File: src/rtl/flanken_generator_pkg.sv
// Shared types and default widths for the pulse-burst generator and its phase timer.
package flanken_generator_pkg;

  localparam int CNT_W_DEF  = 8;
  localparam int TIME_W_DEF = 16;

  typedef enum logic [1:0] {
    ST_IDLE = 2'd0,
    ST_HIGH = 2'd1,
    ST_LOW  = 2'd2
  } state_e;

endpackage

File: src/rtl/flanken_phase_timer.sv
// Down-counter timing one HIGH or LOW phase; tick marks the last cycle of the phase.
module flanken_phase_timer
  import flanken_generator_pkg::*;
#(
  parameter int TIME_W = TIME_W_DEF
) (
  input  logic              clk,
  input  logic              reset_n,
  input  logic              load,
  input  logic [TIME_W-1:0] value,
  output logic              tick
);

  logic [TIME_W-1:0] cnt_q, cnt_d;

  // A zero duration behaves like one cycle, so the load value never underflows.
  always_comb begin
    cnt_d = cnt_q;
    if (load) begin
      cnt_d = (value == '0) ? '0 : value - TIME_W'(1);
    end else if (cnt_q != '0) begin
      cnt_d = cnt_q - TIME_W'(1);
    end
  end

  always_ff @(posedge clk or negedge reset_n) begin
    if (!reset_n) cnt_q <= '0;
    else          cnt_q <= cnt_d;
  end

  assign tick = (cnt_q == '0);

endmodule

File: src/rtl/flanken_generator.sv
// Programmable burst of rectangular pulses: N pulses of H cycles high, L cycles low.
module flanken_generator
  import flanken_generator_pkg::*;
#(
  parameter int CNT_W  = CNT_W_DEF,
  parameter int TIME_W = TIME_W_DEF
) (
  input  logic              clk,
  input  logic              reset_n,
  input  logic              start,
  input  logic              stop,
  input  logic [CNT_W-1:0]  pulse_count,
  input  logic [TIME_W-1:0] high_cycles,
  input  logic [TIME_W-1:0] low_cycles,
  output logic              signal,
  output logic              busy,
  output logic              done,
  output logic [CNT_W-1:0]  sent
);

  state_e            state_q, state_d;
  logic [CNT_W-1:0]  cnt_q, cnt_d;
  logic [TIME_W-1:0] high_q, high_d;
  logic [TIME_W-1:0] low_q, low_d;
  logic [CNT_W-1:0]  sent_q, sent_d;
  logic              signal_q, signal_d;
  logic              busy_q, busy_d;
  logic              done_q, done_d;
  logic              tmr_load;
  logic [TIME_W-1:0] tmr_value;
  logic              tmr_tick;

  flanken_phase_timer #(.TIME_W(TIME_W)) u_timer (
    .clk     (clk),
    .reset_n (reset_n),
    .load    (tmr_load),
    .value   (tmr_value),
    .tick    (tmr_tick)
  );

  always_comb begin
    state_d   = state_q;
    cnt_d     = cnt_q;
    high_d    = high_q;
    low_d     = low_q;
    sent_d    = sent_q;
    signal_d  = signal_q;
    busy_d    = busy_q;
    done_d    = 1'b0;
    tmr_load  = 1'b0;
    tmr_value = high_q;
    unique case (state_q)
      ST_IDLE: begin
        if (start) begin
          cnt_d  = pulse_count;
          high_d = high_cycles;
          low_d  = low_cycles;
          sent_d = '0;
          if (pulse_count == '0) begin
            done_d = 1'b1;
          end else begin
            state_d   = ST_HIGH;
            signal_d  = 1'b1;
            busy_d    = 1'b1;
            tmr_load  = 1'b1;
            tmr_value = high_cycles;
          end
        end
      end
      ST_HIGH: begin
        // Abort beats the phase end: a cut-short high phase is never counted.
        if (stop) begin
          state_d  = ST_IDLE;
          signal_d = 1'b0;
          busy_d   = 1'b0;
        end else if (tmr_tick) begin
          state_d   = ST_LOW;
          signal_d  = 1'b0;
          sent_d    = sent_q + CNT_W'(1);
          tmr_load  = 1'b1;
          tmr_value = low_q;
        end
      end
      ST_LOW: begin
        if (stop) begin
          state_d  = ST_IDLE;
          signal_d = 1'b0;
          busy_d   = 1'b0;
        end else if (tmr_tick) begin
          if (sent_q == cnt_q) begin
            state_d = ST_IDLE;
            busy_d  = 1'b0;
            done_d  = 1'b1;
          end else begin
            state_d   = ST_HIGH;
            signal_d  = 1'b1;
            tmr_load  = 1'b1;
            tmr_value = high_q;
          end
        end
      end
      default: begin
        state_d  = ST_IDLE;
        signal_d = 1'b0;
        busy_d   = 1'b0;
      end
    endcase
  end

  always_ff @(posedge clk or negedge reset_n) begin
    if (!reset_n) begin
      state_q  <= ST_IDLE;
      cnt_q    <= '0;
      high_q   <= '0;
      low_q    <= '0;
      sent_q   <= '0;
      signal_q <= 1'b0;
      busy_q   <= 1'b0;
      done_q   <= 1'b0;
    end else begin
      state_q  <= state_d;
      cnt_q    <= cnt_d;
      high_q   <= high_d;
      low_q    <= low_d;
      sent_q   <= sent_d;
      signal_q <= signal_d;
      busy_q   <= busy_d;
      done_q   <= done_d;
    end
  end

  assign signal = signal_q;
  assign busy   = busy_q;
  assign done   = done_q;
  assign sent   = sent_q;

endmodule

File: config.mk
export PLATFORM = sky130hd
export DESIGN_NAME = flanken_generator
export DESIGN_NICKNAME = d
export VERILOG_FILES = /design/src/rtl/flanken_generator_pkg.sv /design/src/rtl/flanken_phase_timer.sv /design/src/rtl/flanken_generator.sv
export SDC_FILE = /design/constraint.sdc
export NUM_CORES = 1
export LEC_CHECK = 0
export BUFFER_PORTS_ARGS = -buffer_cell sky130_fd_sc_hd__clkbuf_2
export CAP_MARGIN = 40
export CORE_MARGIN = 2
export CORE_UTILIZATION = 35
export CTS_BUF_LIST = sky130_fd_sc_hd__clkbuf_8
export CTS_CLUSTER_SIZE = 16
export DETAILED_ROUTE_END_ITERATION = 8
export HOLD_SLACK_MARGIN = 0.03
export PLACE_DENSITY = 0.61
export SLEW_MARGIN = 20
export SYNTH_ARGS = -nofsm -noshare
export SYNTH_HDL_FRONTEND = slang
export SYNTH_SLANG_ARGS = --single-unit
File: constraint.sdc
create_clock -name clk -period 5.59 [get_ports clk]
set_clock_uncertainty 0.2 [all_clocks]
set_input_delay 0.2795 -clock clk [delete_from_list [all_inputs] [get_ports clk]]
set_output_delay 0.2795 -clock clk [all_outputs]
set_load 0.01 [all_outputs]
==> results.md, run 1 <==
* Outcome: completed
* Maxcap violations at 0
* Post-Syn Area at 3940 um2
* Worst hold path type: input port to async pin
* TritonCTS buffer count at 9
* Final hold violations at 0
* Cell variety after synth at 57
* Routed len/inst at 14.6 um
* Routability congestion estimate at 0.924
* Commonest non-fill, non-tap cells in the layout: nand2_1, dfrtp_1, clkbuf_2, dlygate4sd3_1, nor2_1
* Ant diodes at 0
* Synth warn at 0
* Final core utilization at 45.3%
* Post-Synthesis Cells at 458
* Register Area at 1730 um2
* Vias in the first global route at 3,312
* Fmax at 0.232 GHz
* Avg Cell Area, Syn at 8.61 um2
* Critical Path Start Type: register
* Die height at 110 um
* Post-synth ARST share at 100%
* Final Instance Count excl. Fillers at 691
* Port buffer count at 54
* Die width at 110 um
* CTS tree: yes
* Kind of critical path: register to register
* DP Wirelength at 7320 um
* Cell area after layout at 4950 um2
* Leakage at 2.30 nW
* Layout cell share with drive strength beyond 1 at 15.8%
* Crit path capture type: register
* Synth top area share at 43.8%
* PwrDens at 335 nW/um2
* Yosys top cell by area: dfrtp_1
* Layout filler cell count at 1,062
* RSZ-0062 raised after global routing: false
* Multi-input gate area at 2070 um2
* H-tree depth at 3
* Sequential element share of the synthesized area at 43.8%
* CP required at 5600 ps
* Slew HR at 47.0%
* Tot GR Track Use at 17.8%
* WP data arrival at 4310 ps
* CTS max path bufs at 2
* DR pass1 iterations at 4
* Min cycle time layout at 4310 ps
* Crit Path Max Fanout at 40
* Clk_lat worst skew at 360 ps
* Routed WL at 10,100 um
* Initial core utilization at 36.1%
* Final Max Tran Viols at 0
* Placed Area at 4350 um2
* Pin count of the biggest net entering global routing at 47
* Peak supply drop at 155 uV
* Synth area leaders: dfrtp_1, nand2_1, xnor2_1
* CTS sink cnt at 69
* Tot Pwr at 1.66 mW
* Cell Rows at 38
* Clk slew on worst S/H paths at 80 ps
* Drc violations at 0
* Die area at 12,100 um2
* Initial antenna violation count at 0
* Placed cell count at 635
* Nets at 596
* Post-detailed-route count of antenna-violating nets at 0
* Vias per cell at 5.05
* Synthesized Nets at 506
* Commonest non-fill, non-tap cell in the layout: nand2_1
* Number of synthesized flops with an enable pin at 0
* Clock Tree Root: clkbuf_8
* First-pass GRT wire length at 16,600 um
* Final period utilization at 77.0%
* Syn-to-layout area delta at 25.6%
* Core Area at 10,900 um2
* CTS-repair resized insts at 0
* Synth Register Bits at 69
* Setup violators final at 0
* Post-route setup TNS at 0 ps
* Ports at 55
* Least-Margin Pin Slew at 787 ps
* Iteration-0 DRC Markers at 236
* Total gr overflow at 0
* Via count at 3,492
* Main flop type after synthesis: dfrtp_1
[worst max-delay path: stages (launching register included)]
cell	delay (ps)
dfrtp_1	560
or3b_1	430
buf_4	260
a21oi_1	620
a31oi_2	250
a221o_4	480
nor4_4	570
nand3_4	160
o21ai_2	450
o22ai_1	170
[metrics by stage]
step	hold WS (ps)	setup slack, ps
3_5_place_dp	92.5	1350
5_1_grt	284	871
6_report	239	1280
3_3_place_gp	262	1390
4_1_cts	225	1310
2_1_floorplan	-216	2340
[where the power goes]
part | total [mW] | switching (mW) | internal [mW]
Combinational | 0.537 | 0.300 | 0.238
Sequential | 0.732 | 0.113 | 0.619
Clock | 0.388 | 0.179 | 0.209
Total | 1.66 | 0.591 | 1.07
[metal layers]
layer	global-route usage, %	share of wire (%)
met3	2.76	3.8
met1	25.1	48
met4	6.34	1.7
met2	27.8	46
met5	0	0
[cells by family (layout without fill, tap and decap cells)]
family	after synthesis	in the layout	synth area share, %
buffers and inverters	34	127	3.78
adders and majority gates	4	4	1.27
xor gates and xnor gates	36	36	8.00
muxes	7	7	1.87
and+or+nand+nor	239	239	28.5
AOI/OAI and AO/OA	69	69	12.8
DFF	69	69	43.8
[sequential cells by signal (all words and copies together), names as in the netlist]
name           count
busy               1
cnt_q              8
done               1
high_q            16
low_q             16
sent               8
signal             1
state_q            2
u_timer.cnt_q     16
[path summary, 6_finish.rpt]
check	start	to	depth (start not counted)	slack (ps)
min in group clk	start	done$_DFF_PN0_	5	240
setup / recovery	state_q[1]$_DFFE_PN0P_	u_timer.cnt_q[6]$_DFFE_PN0P_	9	1280
hold / removal	reset_n	busy$_DFFE_PN0P_	3	240
max in group asynchronous	reset_n	high_q[5]$_DFFE_PN0P_	4	4390
setup reg to reg	state_q[1]$_DFFE_PN0P_	u_timer.cnt_q[6]$_DFFE_PN0P_	9	1280
hold reg to reg	high_q[14]$_DFFE_PN0P_	high_q[14]$_DFFE_PN0P_	2	280
[synth_stat cells (all sizes together) (3+ instances only)]
cell / instances
buf: 5
xnor2: 23
nand2: 141
a221o: 6
mux2: 3
mux2i: 4
a21oi: 9
nor3: 6
a221oi: 6
o21ai: 12
nor4: 9
xor2: 13
ha: 4
o22ai: 12
a31oi: 6
inv: 10
nor2: 30
and4: 4
and3: 3
clkbuf: 19
dfrtp: 69
nand4: 10
nand3: 11
and2: 13
[layout make-up]
cell class                      count  share of cell area, %
Clock buffer                       10                   2.78
Sequential cell                    69                   34.9
Multi-Input combinational cell    355                   41.8
Tap cell                          140                   3.54
Clock inverter                      4                  0.859
Timing Repair Buffer              103                   15.4
Inverter                           10                  0.758
[what timing repair did]
item / in CTS / in global routing
hold buffers: 42 / 0
endpoints found under the hold margin: 64 / 0
setup buffers: 0 / 0
No activity file was read; power rests on OpenSTA's default activity.
==> run 2, diff against run 1 <==
--- a/config.mk
+++ b/config.mk
@@ -5,6 +5,7 @@
 export SDC_FILE = /design/constraint.sdc
 export NUM_CORES = 1
 export LEC_CHECK = 0
+export ABC_AREA = 1
 export BUFFER_PORTS_ARGS = -buffer_cell sky130_fd_sc_hd__clkbuf_2
 export CAP_MARGIN = 40
 export CORE_MARGIN = 2
@@ -13,7 +14,7 @@
 export CTS_CLUSTER_SIZE = 16
 export DETAILED_ROUTE_END_ITERATION = 8
 export HOLD_SLACK_MARGIN = 0.03
-export PLACE_DENSITY = 0.61
+export PLACE_DENSITY = 0.63
 export SLEW_MARGIN = 20
 export SYNTH_ARGS = -nofsm -noshare
 export SYNTH_HDL_FRONTEND = slang
==> constraint.sdc (replaced) <==
create_clock -name clk -period 3.5 [get_ports clk]
set_clock_uncertainty 0.2 [all_clocks]
set_input_delay 0.175 -clock clk [delete_from_list [all_inputs] [get_ports clk]]
set_output_delay 0.175 -clock clk [all_outputs]
set_load 0.01 [all_outputs]
==> results.md, run 2 <==
* Yosys top cell by area: dfrtp_1 (unchanged)
* Least-Margin Pin Slew at 549 ps (was 787 ps)
* PwrDens at 714 nW/um2 (was 335 nW/um2)
* CTS max path bufs at 2 (unchanged)
* Initial core utilization at 35.4% (was 36.1%)
* Crit Reg-Reg Startpoint: u_timer.cnt_q[0]$_DFFE_PN0P_ (was state_q[1]$_DFFE_PN0P_)
* Clk_lat worst skew at 360 ps (about the same)
* Syn-to-layout area delta at 25.0% (was 25.6%)
* Setup violators final at 0 (unchanged)
* Crit path capture type: register (unchanged)
* CTS tree: yes (unchanged)
* Die width at 116 um (was 110 um)
* R2R cell count at 20 (was 9)
* Drc violations at 0 (unchanged)
* CP required at 3520 ps (was 5600 ps)
* Largest regs: high_q x16, low_q x16, u_timer.cnt_q x16 (unchanged)
* DR pass1 iterations at 4 (unchanged)
* Ant diodes at 0 (unchanged)
* Synth Register Bits at 69 (unchanged)
* Routability congestion estimate at 0.905 (was 0.924)
* Tot GR Track Use at 18.2% (was 17.8%)
* Synthesized Nets at 695 (was 506)
* CTS sink cnt at 69 (unchanged)
* Vias in the first global route at 4,117 (was 3,312)
* Peak supply drop at 319 uV (was 155 uV)
* First-pass GRT wire length at 19,500 um (was 16,600 um)
* Total gr overflow at 0 (unchanged)
* Die area at 13,500 um2 (was 12,100 um2)
* Reg-to-reg endpoint: u_timer.cnt_q[12]$_DFFE_PN0P_ (was u_timer.cnt_q[6]$_DFFE_PN0P_)
* Main flop type after synthesis: dfrtp_1 (unchanged)
* Post-synth ARST share at 100% (unchanged)
* Synth top cells by count: nand2_1, inv_1, dfrtp_1 (was nand2_1, dfrtp_1, nor2_1)
* RSZ-0062 raised after global routing: false (unchanged)
* Avg Cell Area, Syn at 6.83 um2 (was 8.61 um2)
* Worst hold path type: input port to async pin (unchanged)
* Synth top area share at 39.1% (was 43.8%)
* Number of synthesized flops with an enable pin at 0 (unchanged)
* Clock Tree Root: clkbuf_8 (unchanged)
* Cell area after layout at 5520 um2 (was 4950 um2)
* Cell Rows at 41 (was 38)
* Post-Syn Area at 4420 um2 (was 3940 um2)
* Sequential element share of the synthesized area at 39.1% (was 43.8%)
* Port buffer count at 54 (unchanged)
* Slew HR at 63.3% (was 47.0%)
* Final period utilization at 89.5% (was 77.0%)
* Met3 Routed Length at 326 um (was 380 um)
* Maxcap violations at 0 (unchanged)
* H-tree depth at 3 (unchanged)
* Fmax at 0.319 GHz (was 0.232 GHz)
* Synth area leaders: dfrtp_1, nand2_1, inv_1 (was dfrtp_1, nand2_1, xnor2_1)
* WP data arrival at 3160 ps (was 4310 ps)
* Clk slew on worst S/H paths at 70 ps (was 80 ps)
* Leakage at 2.85 nW (was 2.30 nW)
* R2R setup slack at 370 ps (was 1280 ps)
* Die height at 116 um (was 110 um)
* Critical Path Start Type: register (unchanged)
* Ports at 55 (unchanged)
* CP startpoint: u_timer.cnt_q[0]$_DFFE_PN0P_ (was state_q[1]$_DFFE_PN0P_)
* Commonest non-fill, non-tap cells in the layout: nand2_1, inv_1, dfrtp_1, o21ai_0, nor2_1 (was nand2_1, dfrtp_1, clkbuf_2, dlygate4sd3_1, nor2_1)
* Kind of critical path: register to register (unchanged)
* Count leader, synth: nand2_1 (unchanged)
* WL met1 at 5580 um (was 4870 um)
* Cell variety after synth at 34 (was 57)
* WL met2 at 5290 um (was 4690 um)
* Pin count of the biggest net entering global routing at 39 (was 47)
* Final hold violations at 0 (unchanged)
* Core Area at 12,500 um2 (was 10,900 um2)
* CTS-repair resized insts at 0 (unchanged)
* Post-detailed-route count of antenna-violating nets at 0 (unchanged)
* Via count at 4,239 (was 3,492)
* Outcome: completed (unchanged)
* Placed Area at 4880 um2 (was 4350 um2)
* DP Wirelength at 8390 um (was 7320 um)
* Final Max Tran Viols at 0 (unchanged)
* Vias per cell at 4.60 (was 5.05)
* Initial antenna violation count at 0 (unchanged)
* Max Used Layer: met4 (unchanged)
* Layout cell share with drive strength beyond 1 at 15.6% (was 15.8%)
* Post-Synthesis Cells at 647 (was 458)
* Routed WL at 11,400 um (was 10,100 um)
* Commonest non-fill, non-tap cell in the layout: nand2_1 (unchanged)
* TritonCTS buffer count at 9 (unchanged)
* Post-route setup TNS at 0 ps (unchanged)
* Crit Path Max Fanout at 9 (was 40)
* Nets at 792 (was 596)
* Setup crit end: u_timer.cnt_q[12]$_DFFE_PN0P_ (was u_timer.cnt_q[6]$_DFFE_PN0P_)
* Min cycle time layout at 3130 ps (was 4310 ps)
* Iteration-0 DRC Markers at 178 (was 236)
* Routed len/inst at 12.3 um (was 14.6 um)
* Synth warn at 0 (unchanged)
==> run 2: final cells by class <==
cell class                      instances  area [um2]
Clock buffer                           12         165
Clock inverter                          4        46.3
Tap cell                              172         215
Fill cell                            1250        6940
Sequential cell                        69        1730
Timing Repair Buffer                  106         788
Inverter                               91         343
Multi-Input combinational cell        467        2240
==> run 2: worst min-delay path by stage <==
stage | start | to | slack [ps] | cells past startpoint
6_report | reset_n | cnt_q[3]$_DFFE_PN0P_ | 110 | 3
5_1_grt | reset_n | cnt_q[3]$_DFFE_PN0P_ | 120 | 3
4_1_cts | stop | state_q[0]$_DFFE_PN0P_ | 190 | 4
3_5_place_dp | reset_n | sent[3]$_DFFE_PN0P_ | 90 | 1
3_3_place_gp | reset_n | sent[3]$_DFFE_PN0P_ | 90 | 1
2_1_floorplan | reset_n | busy$_DFFE_PN0P_ | -320 | 0
==> run 2: metrics by stage <==
stage               power, mW  hold WS (ps)  cells  util, %  worst slack (ps)
floorplan                2.73          -321    647        -               719
global placement         3.21          93.4    863     39.1               485
detailed placement       3.22          92.3    863     39.1               410
CTS                      3.95           191    920     44.1               385
global route             4.35           122    921     44.3              13.0
finish                   3.94           111    921     44.3               368
==> run 2: kinds of logic after synthesis <==
logic type	Yosys count	share of synthesized area (%)
compound gates	95	11.2
xor+xnor	17	3.37
fa+ha+maj	4	1.13
buf+inv	111	10.3
flops	69	39.1
simple gates	351	34.9
==> run 2: power by group <==
part           leakage, nW  total, mW  internal [mW]  switching [mW]
Clock                0.110      0.692          0.384           0.308
Sequential           0.863       1.34           1.13           0.208
Combinational         1.88       1.91          0.685            1.23
==> run 2: repair_timing <==
item                      4_1_cts  5_1_grt
hold endpoints to repair       71        0
hold buffers                   41        0
setup buffers                   0        0
==> run 2: per-layer routing <==
layer,global-route usage (%),vias up
li1,-,2226
met1,25.3,1931
met2,29.6,71
met3,2.70,11
met4,5.48,0
met5,0,-
==> run 2: critical path, stage by stage (launching register included) <==
cell,delay [ps]
dfrtp_1,380
inv_1,130
ha_1,190
nand3_1,120
nor2_4,290
nand3_4,110
clkinv_2,110
nand2_1,50
nand3_1,60
nand2_1,60
nor2_2,110
ha_1,190
nand3_1,100
nor2_1,130
nand2_1,120
nor2_1,280
nand3_1,120
nand2_1,90
nor2_1,40
nor2_1,80
nor2_1,40
